$ cat src/rtl/dvi_tmds_encode_pkg.sv
// Shared TMDS definitions: control tokens, reset symbol and small helpers used by
// the DVI TMDS encoder and its per-channel sub-module.
package dvi_tmds_encode_pkg;

   localparam logic [9:0] TMDS_CTRL_00   = 10'h354;
   localparam logic [9:0] TMDS_CTRL_01   = 10'h0AB;
   localparam logic [9:0] TMDS_CTRL_10   = 10'h154;
   localparam logic [9:0] TMDS_CTRL_11   = 10'h2AB;
   localparam logic [9:0] TMDS_RESET_SYM = TMDS_CTRL_00;

   function automatic logic [3:0] popcount8(input logic [7:0] v);
      logic [3:0] sum;
      sum = '0;
      for (int i = 0; i < 8; i++) sum = sum + {3'b000, v[i]};
      return sum;
   endfunction

   // Token selected by {C1,C0}
   function automatic logic [9:0] tmds_ctrl_token(input logic [1:0] c);
      logic [9:0] tok;
      case (c)
         2'b00:   tok = TMDS_CTRL_00;
         2'b01:   tok = TMDS_CTRL_01;
         2'b10:   tok = TMDS_CTRL_10;
         default: tok = TMDS_CTRL_11;
      endcase
      return tok;
   endfunction

endpackage

$ cat src/rtl/dvi_tmds_encode_channel.sv
// One TMDS channel (tmds_channel_enc role): 8b/10b data encode with running
// disparity, control tokens when de=0. Optional output register: TMDS_OUTREG_EN.
module dvi_tmds_encode_channel
   import dvi_tmds_encode_pkg::*;
(
   input  logic       clk,
   input  logic       rst,
   input  logic       de,
   input  logic       c0,
   input  logic       c1,
   input  logic [7:0] d,
   output logic [9:0] sym
);

   logic [3:0]        n1_d;
   logic              use_xnor;
   logic [8:0]        q_m_d;
   logic [8:0]        q_m_r;
   logic              de_r;
   logic [1:0]        ctrl_r;

   logic [3:0]        n1_q;
   logic              q8;
   logic signed [5:0] diff;
   logic signed [5:0] cnt_ext;
   logic signed [5:0] cnt_d;
   logic signed [4:0] cnt;
   logic [9:0]        sym_d;
   logic [9:0]        sym_s2;

   // Stage 1: transition-minimising q_m
   always_comb begin
      n1_d     = popcount8(d);
      use_xnor = (n1_d > 4'd4) || ((n1_d == 4'd4) && !d[0]);
      q_m_d    = '0;
      q_m_d[0] = d[0];
      for (int i = 1; i < 8; i++)
         q_m_d[i] = use_xnor ? ~(q_m_d[i-1] ^ d[i]) : (q_m_d[i-1] ^ d[i]);
      q_m_d[8] = !use_xnor;
   end

   always_ff @(posedge clk or posedge rst) begin
      if (rst) begin
         q_m_r  <= '0;
         de_r   <= 1'b0;
         ctrl_r <= 2'b00;
      end else begin
         q_m_r  <= q_m_d;
         de_r   <= de;
         ctrl_r <= {c1, c0};
      end
   end

   // Stage 2: DC balancing; diff is ones minus zeros of q_m[7:0]
   always_comb begin
      n1_q    = popcount8(q_m_r[7:0]);
      q8      = q_m_r[8];
      diff    = $signed({1'b0, n1_q, 1'b0}) - 6'sd8;
      cnt_ext = {cnt[4], cnt};
      sym_d   = TMDS_RESET_SYM;
      cnt_d   = '0;
      if (!de_r) begin
         sym_d = tmds_ctrl_token(ctrl_r);
         cnt_d = '0;
      end else if ((cnt == 5'sd0) || (n1_q == 4'd4)) begin
         sym_d = {~q8, q8, (q8 ? q_m_r[7:0] : ~q_m_r[7:0])};
         cnt_d = q8 ? (cnt_ext + diff) : (cnt_ext - diff);
      end else if ((!cnt[4] && (n1_q > 4'd4)) || (cnt[4] && (n1_q < 4'd4))) begin
         sym_d = {1'b1, q8, ~q_m_r[7:0]};
         cnt_d = cnt_ext + (q8 ? 6'sd2 : 6'sd0) - diff;
      end else begin
         sym_d = {1'b0, q8, q_m_r[7:0]};
         cnt_d = cnt_ext + diff - (q8 ? 6'sd0 : 6'sd2);
      end
   end

   always_ff @(posedge clk or posedge rst) begin
      if (rst) begin
         cnt    <= '0;
         sym_s2 <= TMDS_RESET_SYM;
      end else begin
         cnt    <= cnt_d[4:0];
         sym_s2 <= sym_d;
      end
   end

`ifdef TMDS_OUTREG_EN
   logic [9:0] sym_s3;

   always_ff @(posedge clk or posedge rst) begin
      if (rst) sym_s3 <= TMDS_RESET_SYM;
      else     sym_s3 <= sym_s2;
   end

   assign sym = sym_s3;
`else
   assign sym = sym_s2;
`endif

endmodule

$ cat src/rtl/dvi_tmds_encode.sv
// DVI TMDS encoder top: colour widening and control-bit mapping over three
// channel encoders. Optional extra output register stage: TMDS_OUTREG_EN.
module dvi_tmds_encode
   import dvi_tmds_encode_pkg::*;
#(
   parameter int COLOR_BITS = 4
) (
   input  logic                  clk,
   input  logic                  reset_i,
   input  logic                  visible_i,
   input  logic                  hsync_i,
   input  logic                  vsync_i,
   input  logic [COLOR_BITS-1:0] red_i,
   input  logic [COLOR_BITS-1:0] green_i,
   input  logic [COLOR_BITS-1:0] blue_i,
   output logic [9:0]            tmds_red_o,
   output logic [9:0]            tmds_green_o,
   output logic [9:0]            tmds_blue_o
);

   // Widen by replication (0xA -> 0xAA); COLOR_BITS must divide 8
   logic [7:0] red8;
   logic [7:0] green8;
   logic [7:0] blue8;

   assign red8   = {(8 / COLOR_BITS){red_i}};
   assign green8 = {(8 / COLOR_BITS){green_i}};
   assign blue8  = {(8 / COLOR_BITS){blue_i}};

   dvi_tmds_encode_channel u_ch0_blue (
      .clk (clk),
      .rst (reset_i),
      .de  (visible_i),
      .c0  (hsync_i),
      .c1  (vsync_i),
      .d   (blue8),
      .sym (tmds_blue_o)
   );

   // DVI only: no data islands, so green and red always carry token 00
   dvi_tmds_encode_channel u_ch1_green (
      .clk (clk),
      .rst (reset_i),
      .de  (visible_i),
      .c0  (1'b0),
      .c1  (1'b0),
      .d   (green8),
      .sym (tmds_green_o)
   );

   dvi_tmds_encode_channel u_ch2_red (
      .clk (clk),
      .rst (reset_i),
      .de  (visible_i),
      .c0  (1'b0),
      .c1  (1'b0),
      .d   (red8),
      .sym (tmds_red_o)
   );

endmodule

$ cat config.mk
export PLATFORM = sky130hd
export DESIGN_NAME = dvi_tmds_encode
export DESIGN_NICKNAME = d
export VERILOG_FILES = /design/src/rtl/dvi_tmds_encode_pkg.sv /design/src/rtl/dvi_tmds_encode_channel.sv /design/src/rtl/dvi_tmds_encode.sv
export SDC_FILE = /design/constraint.sdc
export NUM_CORES = 1
export LEC_CHECK = 0
export CELL_PAD_IN_SITES_DETAIL_PLACEMENT = 0
export CELL_PAD_IN_SITES_GLOBAL_PLACEMENT = 1
export CORE_UTILIZATION = 42
export CTS_BUF_LIST = sky130_fd_sc_hd__clkbuf_4 sky130_fd_sc_hd__clkbuf_8 sky130_fd_sc_hd__clkbuf_16
export DETAILED_ROUTE_END_ITERATION = 8
export PLACE_DENSITY_LB_ADDON = 0.1
export SYNTH_ARGS = -nofsm -noshare
export SYNTH_HDL_FRONTEND = slang
export SYNTH_SLANG_ARGS = --single-unit
$ cat constraint.sdc
create_clock -name clk -period 4.5 [get_ports clk]
set_clock_uncertainty 0.15 [all_clocks]
set_input_delay 0.9 -clock clk [delete_from_list [all_inputs] [get_ports clk]]
set_output_delay 0.9 -clock clk [all_outputs]
set_load 0.02 [all_outputs]
==> flow_summary.ini, run 1 <==
[outcome]
outcome = complete, no violations

[logic_synthesis]
netlist.area_leader.share = 0.269
yosysMostFrequentCell = inv_1
syn_inst = 496
yosys.area.top_type = dfrtp_1
avgSynthCellArea_sq_um = 10.7
synthesis.nets = 604
ys.flop_type = dfrtp_1
synth_commonest_cells = 91 x inv_1, 71 x xnor2_1, 61 x ha_1
yosys_warnings = 0
synth_edf_count = 0
synthesis.area_sq_mm = 0.00531
synth.area.top_cells = dfrtp_1 27%, ha_1 14%, xnor2_1 12%
synth.distinct_cells = 31
yosysSeqAreaShare = 0.343
ys_ff_latch = 72
ys_async_sr_fraction = 1.00

[setup_path]
max_stage_delay_ns = 0.58
critPathArrivalTime_ns = 4.44
path_cells = ha_1 > inv_1 > fa_1 > fa_1 > fa_2 > fa_1 > inv_1 > ha_4 > inv_1 > ha_1 > a21o_1 > a21oi_2 > xor2_1 > o21ai_0 > o22ai_1
r2r-start = u_ch2_red.q_m_r[1]$_DFF_PP0_
startpoint = u_ch2_red.q_m_r[1]$_DFF_PP0_
worst_setup_path_start_kind = register
path_buf_inv = 3
cpLargestDelayFamily = adder cells
critPathSlowestCell = fa_1
crit_type = register to register
critPathMaxFanout = 3
end_kind = register
cp.required_ns = 4.61

[timing]
fin_hold_ws_ns = 0.376
setup_violations = 0
slew_headroom = 0.354
worst_pin_slew_ns = 0.967
post-route-period-util = 0.961
post-route-min-period_ns = 4.33
report.final.slew_viol_count = 0
hold_viol_final = 0
fmax_mhz = 231

[grt]
antenna_found_initial = 0
track_usage = 0.180
grt_pass1_wl_mm = 17.9
grt_pass1_vias = 3672
grt_max_degree = 35
grt-ovfl-total = 0

[floorplan]
coreArea_sq_mm = 0.0122
dieArea_sq_mm = 0.0131
num_rows = 40
die_h_um = 114
die-width_um = 114
initial_core_util = 0.437
ioPinCount = 47

[finish]
regArea_sq_mm = 0.00182
final_util = 0.539
fillers = 1136
nNetsFinal = 672
diodes = 0
drive_gt1_frac = 0.148
synthToLayoutAreaGrowth_pct = 23.3
multiInputGateArea_sq_mm = 0.00321
fin_area_sq_mm = 0.00655

[clocking]
max-clock-path-buffers = 2
cts_root_buf = clkbuf_16
cts_tree = done
cts.sinks = 72
clk_latency_ns = 0.34
h-tree-depth = 3
cts_buffers = 9
hold_buffers = 0
clkTransAtPathRegs_ns = 0.06

[placed_design]
hpwlAfterDp_mm = 8.23
portBuffers = 46
place.gp.congestion = 0.833
dpl-instance-area_sq_mm = 0.00611

[routing]
drcViolationCount = 0
viasPerCell = 4.73
drt_wl_total_mm = 10.6
drtIter0Drc = 132
vias = 3486
wl_per_cell_um = 14.4
firstDrtPassIters = 4
ant_nets = 0

[min_path]
hold_path_class = register to register
hold_start = u_ch1_green.q_m_r[2]$_DFF_PP0_

[flow_run]
drv_cap = 0
repair_timing:
item,in CTS,in global routing
buffers inserted,0,2
pin swaps,0,9
endpoints found under the setup margin,10,32
gates resized for setup,4,16
gates cloned,0,0
cell families after synthesis:
| family | Yosys count | synth area share |
|---|---|---|
| and+or+nand+nor | 63 | 0.0492 |
| adders and majority gates | 91 | 0.257 |
| DFF | 72 | 0.343 |
| xor gates and xnor gates | 87 | 0.151 |
| muxes | 10 | 0.0259 |
| AOI/OAI and AO/OA | 72 | 0.0985 |
| buffers and inverters | 101 | 0.0756 |
layout by cell type (no fill, tap or decap), types with 3 or more instances in the layout:
cell | Yosys | routed
dfstp_2 | 15 | 15
xnor3_1 | 3 | 3
a311oi_2 | 0 | 4
o22ai_1 | 3 | 3
o21bai_1 | 3 | 3
o41ai_4 | 3 | 3
xor2_1 | 13 | 13
o21ai_0 | 8 | 7
nor2_1 | 33 | 33
nor2b_1 | 3 | 3
fa_2 | 0 | 3
a21oi_2 | 3 | 6
a211o_1 | 3 | 3
buf_12 | 0 | 3
clkdlybuf4s50_1 | 0 | 46
clkbuf_16 | 0 | 9
nand2b_1 | 4 | 4
xnor2_2 | 0 | 4
buf_4 | 0 | 18
nand3_1 | 4 | 4
xnor2_1 | 71 | 67
ha_1 | 61 | 55
a21o_1 | 6 | 6
o21ai_1 | 2 | 3
inv_1 | 91 | 90
a21oi_1 | 27 | 24
mux2i_1 | 7 | 7
fa_1 | 30 | 27
dfrtp_1 | 57 | 57
ha_4 | 0 | 3
a211oi_1 | 5 | 5
mux2i_4 | 3 | 3
ha_2 | 0 | 3
nand2_1 | 17 | 17
flip-flops by register name (all words and copies together), names as in the netlist:
| register | flops |
|---|---|
| u_ch0_blue.ctrl_r | 2 |
| u_ch1_green.sym | 10 |
| u_ch0_blue.cnt | 4 |
| u_ch2_red.sym | 10 |
| u_ch1_green.q_m_r | 9 |
| u_ch0_blue.q_m_r | 9 |
| u_ch1_green.cnt | 4 |
| u_ch0_blue.sym | 10 |
| u_ch2_red.de_r | 1 |
| u_ch2_red.q_m_r | 9 |
| u_ch2_red.cnt | 4 |
per-layer routing:
metal	vias up	wire, um	global-route usage
met5	-	0	0
met3	17	266	0.0392
met4	0	202	0.0615
met2	43	5520	0.314
li1	1702	-	-
met1	1724	4620	0.220
tightest hold or removal path: cells and delay by family (launching register included):
family	cells	cell delay, ns
flip-flops	1	0.36
XOR/XNOR	1	0.08
AND/OR/NAND/NOR	1	0.06
worst paths after layout:
path | end | slack, ns | depth (start not counted)
max | u_ch2_red.cnt[4]$_DFF_PP0_ | 0.17 | 15
min | u_ch1_green.sym[2]$_DFF_PP1_ | 0.38 | 2
max reg2reg | u_ch2_red.cnt[4]$_DFF_PP0_ | 0.17 | 15
min reg2reg | u_ch1_green.sym[2]$_DFF_PP1_ | 0.38 | 2
max in group asynchronous | u_ch0_blue.sym[6]$_DFF_PP1_ | 2.50 | 3
min in group asynchronous | u_ch2_red.q_m_r[7]$_DFF_PP0_ | 0.87 | 2
metrics by stage:
step           TNS [ns]  setup WS, ns  instances
3_5_place_dp    -0.0171       -0.0110        719
6_report              0         0.174        737
3_3_place_gp          0        0.0650        719
2_1_floorplan         0        0.0385        496
5_1_grt        -0.00467      -0.00467        737
4_1_cts               0        0.0232        735
layout make-up:
cell class	instances	share of cell area
tap	168	0.0321
timing repair buffer	67	0.100
sequential	72	0.278
multi-input combinational	323	0.490
clock inverter	5	0.00955
inverter	91	0.0521
clock buffer	11	0.0386
Power of run 1 is left out: the tool's default activity adds up to more than one toggle a clock period on the data nets, which glitch-free logic cannot reach.
==> inputs of run 2 (changes only) <==
Settings changed: MAX_ROUTING_LAYER set to met4.
==> run 2 against run 1 <==
  * Final area unchanged
  * First-iteration DRC count grew 3.0%
  * Via count barely moved
  * Die area unchanged
  * Hold slack hardly changed
  * Count of clock-buffer cells in the layout stayed put
  * Flip-flop and latch count is the same
  * Routed wire length rose by 0.10%
  * Fmax unchanged
  * Critical path depth did not move
==> flow_summary.ini, run 2 (synthesized netlist as in run 1, its figures left out) <==
[min_path]
hold_start = u_ch1_green.q_m_r[2]$_DFF_PP0_
hold_path_class = register to register
hold_path_depth = 2
hold_end = u_ch1_green.sym[2]$_DFF_PP1_

[timing]
fmax_mhz = 231
slew_headroom = 0.356
setup_violations = 0
post-route-period-util = 0.961
report.final.slew_viol_count = 0
hold_viol_final = 0
post-route-min-period_ns = 4.33
worst_pin_slew_ns = 0.966

[setup_path]
critPathArrivalTime_ns = 4.44
cp.required_ns = 4.61
end_kind = register
worst_setup_path_start_kind = register
crit_type = register to register
critPathSlowestCell = fa_1
reg2reg_depth = 15
path_buf_inv = 3
cpLargestDelayFamily = adder cells
rrSetupSlack_ns = 0.17
r2r_end = u_ch2_red.cnt[4]$_DFF_PP0_
max_stage_delay_ns = 0.58
critPathMaxFanout = 3
path_cells = ha_1 > inv_1 > fa_1 > fa_1 > fa_2 > fa_1 > inv_1 > ha_4 > inv_1 > ha_1 > a21o_1 > a21oi_2 > xor2_1 > o21ai_0 > o22ai_1
r2r-start = u_ch2_red.q_m_r[1]$_DFF_PP0_

[finish]
fillers = 1136
final_util = 0.539
diodes = 0
layout_common_cells = 90 x inv_1, 67 x xnor2_1, 57 x dfrtp_1
synthToLayoutAreaGrowth_pct = 23.3
final_common_cell = inv_1
nNetsFinal = 672
drive_gt1_frac = 0.148

[clocking]
clk_latency_ns = 0.34
cts_buffers = 9
clkTransAtPathRegs_ns = 0.06
cts_root_buf = clkbuf_16
h-tree-depth = 3
cts.sinks = 72
hold_buffers = 0
max-clock-path-buffers = 2
cts_tree = done

[routing]
drtIter0Drc = 136
drt_wl_total_mm = 10.6
firstDrtPassIters = 4
drcViolationCount = 0
vias = 3485
ant_nets = 0
wl_per_cell_um = 14.4
viasPerCell = 4.73

[floorplan]
initial_core_util = 0.437
ioPinCount = 47
die-width_um = 114
die_h_um = 114
dieArea_sq_mm = 0.0131
num_rows = 40
coreArea_sq_mm = 0.0122

[flow_run]
drv_cap = 0

[grt]
grt_pass1_vias = 3671
track_usage = 0.185
grt_max_degree = 35
grt_pass1_wl_mm = 17.9
grt-ovfl-total = 0
antenna_found_initial = 0

[placed_design]
place.gp.congestion = 0.846
portBuffers = 46
hpwlAfterDp_mm = 8.23

[outcome]
outcome = complete, no violations
[run 2: how the worst max path moves through the flow]
stage	from	endpoint	slack [ns]	cells past startpoint
after floorplan	u_ch2_red.q_m_r[0]$_DFF_PP0_	u_ch2_red.sym[0]$_DFF_PP0_	0.04	14
after global placement	u_ch2_red.q_m_r[0]$_DFF_PP0_	u_ch2_red.cnt[4]$_DFF_PP0_	0.07	15
after detailed placement	u_ch0_blue.q_m_r[0]$_DFF_PP0_	u_ch0_blue.sym[0]$_DFF_PP0_	-0.01	15
after CTS	u_ch0_blue.q_m_r[0]$_DFF_PP0_	u_ch0_blue.cnt[4]$_DFF_PP0_	0.02	13
after global routing	u_ch2_red.q_m_r[0]$_DFF_PP0_	u_ch2_red.cnt[3]$_DFF_PP0_	-0.005	13
final	u_ch2_red.q_m_r[1]$_DFF_PP0_	u_ch2_red.cnt[4]$_DFF_PP0_	0.17	15
[run 2: layer usage]
| metal | global-route usage | vias to the layer above | share of wire |
|---|---|---|---|
| met5 | - | - | 0 |
| met4 | 0.0615 | 0 | 0.018 |
| met3 | 0.0386 | 16 | 0.022 |
| met2 | 0.314 | 42 | 0.52 |
| met1 | 0.221 | 1724 | 0.44 |
| li1 | - | 1703 | - |
[run 2: what timing repair did]
item,in CTS,in global routing
pin swaps,0,9
resized for setup,4,16
endpoints found under the setup margin,10,32
setup buffers,0,2
[run 2: area by class of cell]
type	count	area [sq um]	area share
Multi-Input combinational cell	323	3210	0.490
Clock buffer	11	253	0.0386
Sequential cell	72	1820	0.278
Clock inverter	5	62.6	0.00955
Tap cell	168	210	0.0321
Timing Repair Buffer	67	656	0.100
Inverter	91	342	0.0521
[run 2: per-stage QoR]
step | instances | hold WS (ns) | area (sq um) | worst slack (ns) | TNS (ns)
after floorplan | 496 | 0.339 | 5320 | 0.0385 | 0
after global placement | 719 | 0.363 | 6110 | 0.0650 | 0
after detailed placement | 719 | 0.364 | 6110 | -0.0110 | -0.0171
after CTS | 735 | 0.383 | 6450 | 0.0232 | 0
after global routing | 737 | 0.421 | 6550 | -0.00467 | -0.00467
final | 737 | 0.376 | 6550 | 0.174 | 0
[run 2: worst register-to-register path, cell delays in order (launching register included)]
cell and delay [ns]:
dfrtp_1 0.39, ha_1 0.28, inv_1 0.06, fa_1 0.56, fa_1 0.43, fa_2 0.37
fa_1 0.58, inv_1 0.08, ha_4 0.28, inv_1 0.07, ha_1 0.30, a21o_1 0.21
a21oi_2 0.15, xor2_1 0.16, o21ai_0 0.09, o22ai_1 0.11
Power of run 2 is left out for the same reason.
==> inputs of run 3 (changes only) <==
Settings changed: ABC_AREA set to 1, CORE_UTILIZATION 42 to 40.
==> run 3 against run 2 <==
  * Worst setup slack lost 0.019 ns
  * Critical path depth down 1
  * Global-route usage shrank 0.27 points
  * Synthesized cell count up 36%
  * Highest routed layer unchanged
  * Cell count up 24%
  * Fmax fell by 0.45%
==> flow_summary.ini, run 3 <==
[logic_synthesis]
muxShareOfSynthArea = 0
synth_top_family_by_area = adder cells
synth.area.top_cells = dfrtp_1 25%, ha_1 14%, fa_1 11%
synth-xor-area-share = 0.0740
ys.flop_type = dfrtp_1
synth_edf_count = 0
yosysSeqAreaShare = 0.324
yosys.area.top_type = dfrtp_1
ys_async_sr_fraction = 1.00
avgSynthCellArea_sq_um = 8.31
yosys.area_share.simple = 0.196
synth_commonest_cells = 160 x nand2_1, 131 x inv_1, 61 x ha_1
syn_inst = 676
synthAdderAreaFrac = 0.243
netlist.area_leader.share = 0.254
yosysMostFrequentCell = nand2_1
synthesis.area_sq_mm = 0.00562
ys_ff_latch = 72
synth_compound_area_frac = 0.0597
synthesis.nets = 784
yosys_warnings = 0
synth.distinct_cells = 28

[min_path]
hold_path_class = register to register
hold_path_depth = 2

[routing]
ant_nets = 0
wl_per_cell_um = 12.8
drcViolationCount = 0
drt_wl_total_mm = 11.7
firstDrtPassIters = 4
vias = 4234
viasPerCell = 4.64
drtIter0Drc = 196

[floorplan]
die_h_um = 120
ioPinCount = 47
dieArea_sq_mm = 0.0145
num_rows = 42
coreArea_sq_mm = 0.0135
initial_core_util = 0.418
die-width_um = 120

[finish]
layout_common_cells = 160 x nand2_1, 128 x inv_1, 58 x ha_1
multiInputGateArea_sq_mm = 0.00327
drive_gt1_frac = 0.111
final_common_cell = nand2_1
fillers = 1323
synthToLayoutAreaGrowth_pct = 19.5
fin_area_sq_mm = 0.00671
final_util = 0.499
regArea_sq_mm = 0.00182
nNetsFinal = 840
diodes = 0

[timing]
fmax_mhz = 230
worst_pin_slew_ns = 0.779
post-route-period-util = 0.966
rsz0062_at_grt = yes
fin_hold_ws_ns = 0.351
tns_ns = 0
hold_viol_final = 0
slew_headroom = 0.480
setup_violations = 0
post-route-min-period_ns = 4.35
report.final.slew_viol_count = 0

[grt]
grt_pass1_vias = 4312
antenna_found_initial = 0
grt-ovfl-total = 0
grt_max_degree = 38
grt_pass1_wl_mm = 20.1
track_usage = 0.183

[setup_path]
critPathArrivalTime_ns = 4.42
worst_setup_path_start_kind = register
end_kind = register
cp.required_ns = 4.57
critPathMaxFanout = 5
reg2reg_depth = 14
crit_type = register to register
crit_cells = 14
max_stage_delay_ns = 0.66
critPathSlowestCell = fa_2
path_common_cell = fa_2
path_buf_inv = 1
path_cells = ha_1 > inv_1 > fa_1 > fa_1 > fa_2 > fa_2 > ha_1 > fa_2 > a21oi_2 > nand2_1 > nand3_1 > nand3_1 > nand2_1 > a21oi_1
cpLargestDelayFamily = adder cells

[outcome]
outcome = complete, no violations

[placed_design]
place.gp.congestion = 0.881
portBuffers = 46
hpwlAfterDp_mm = 9.24
dpl-instance-area_sq_mm = 0.00631

[clocking]
cts_tree = done
clkTransAtPathRegs_ns = 0.06
cts.sinks = 72
clk_latency_ns = 0.34
cts_root_buf = clkbuf_16
cts_buffers = 9
max-clock-path-buffers = 2
h-tree-depth = 3

[flow_run]
drv_cap = 0
[run 3: cell count changes after synthesis, sizes merged, moves of 12 or more]
cell	previous run	this run
nand3	4	56
xor2	13	32
inv	91	141
a21oi	30	18
nand2	17	167
o21ai	10	31
xnor2	71	12
[run 3: timing repair]
action,4_1_cts,5_1_grt
endpoints found under the setup margin,1,25
resized for setup,1,14
pin swaps,0,5
buffers inserted,0,2
hold buffers,0,0
[run 3: routing by layer]
metal	wire length, um	track usage	vias to the layer above
met5	0	-	-
met4	189	0.0548	0
met3	279	0.0354	13
met2	6010	0.318	46
met1	5240	0.214	2009
li1	-	-	2166
[run 3: kinds of logic after synthesis]
group | Yosys count
buffers and inverters | 151
adder cells (fa/ha/maj) | 91
AO/OA/AOI/OAI | 55
XOR/XNOR | 44
AND/OR/NAND/NOR | 263
flip-flops | 72
[run 3: stage by stage]
stage                     cells  setup slack, ns
final                       913            0.155
after floorplan             676            0.257
after detailed placement    895         -0.00202
after CTS                   911           0.0194
after global routing        913          -0.0328
after global placement      895           0.0651
[run 3: path summary, 6_finish.rpt]
check | from | end | slack, ns
hold / removal | u_ch1_green.q_m_r[2]$_DFF_PP0_ | u_ch1_green.sym[2]$_DFF_PP1_ | 0.35
hold reg to reg | u_ch1_green.q_m_r[2]$_DFF_PP0_ | u_ch1_green.sym[2]$_DFF_PP1_ | 0.35
setup / recovery | u_ch2_red.q_m_r[0]$_DFF_PP0_ | u_ch2_red.cnt[4]$_DFF_PP0_ | 0.15
setup reg to reg | u_ch2_red.q_m_r[0]$_DFF_PP0_ | u_ch2_red.cnt[4]$_DFF_PP0_ | 0.15
min in group asynchronous | reset_i | u_ch2_red.cnt[3]$_DFF_PP0_ | 0.89
max in group asynchronous | reset_i | u_ch0_blue.sym[9]$_DFF_PP1_ | 2.57
[run 3: layout make-up]
type | count | area share
clock buffer | 10 | 0.0356
clock inverter | 6 | 0.0138
inverter | 141 | 0.0788
multi-input combinational | 453 | 0.487
sequential | 72 | 0.271
tap | 176 | 0.0328
timing repair buffer | 55 | 0.0805
[run 3: worst register-to-register path, cell delays in order, from the launching register on]
cell	delay, ns
dfrtp_1	0.39
ha_1	0.28
inv_1	0.05
fa_1	0.50
fa_1	0.53
fa_2	0.43
fa_2	0.66
ha_1	0.23
fa_2	0.49
a21oi_2	0.18
nand2_1	0.06
nand3_1	0.08
nand3_1	0.08
nand2_1	0.07
a21oi_1	0.06
Power of run 3 is left out for the same reason.
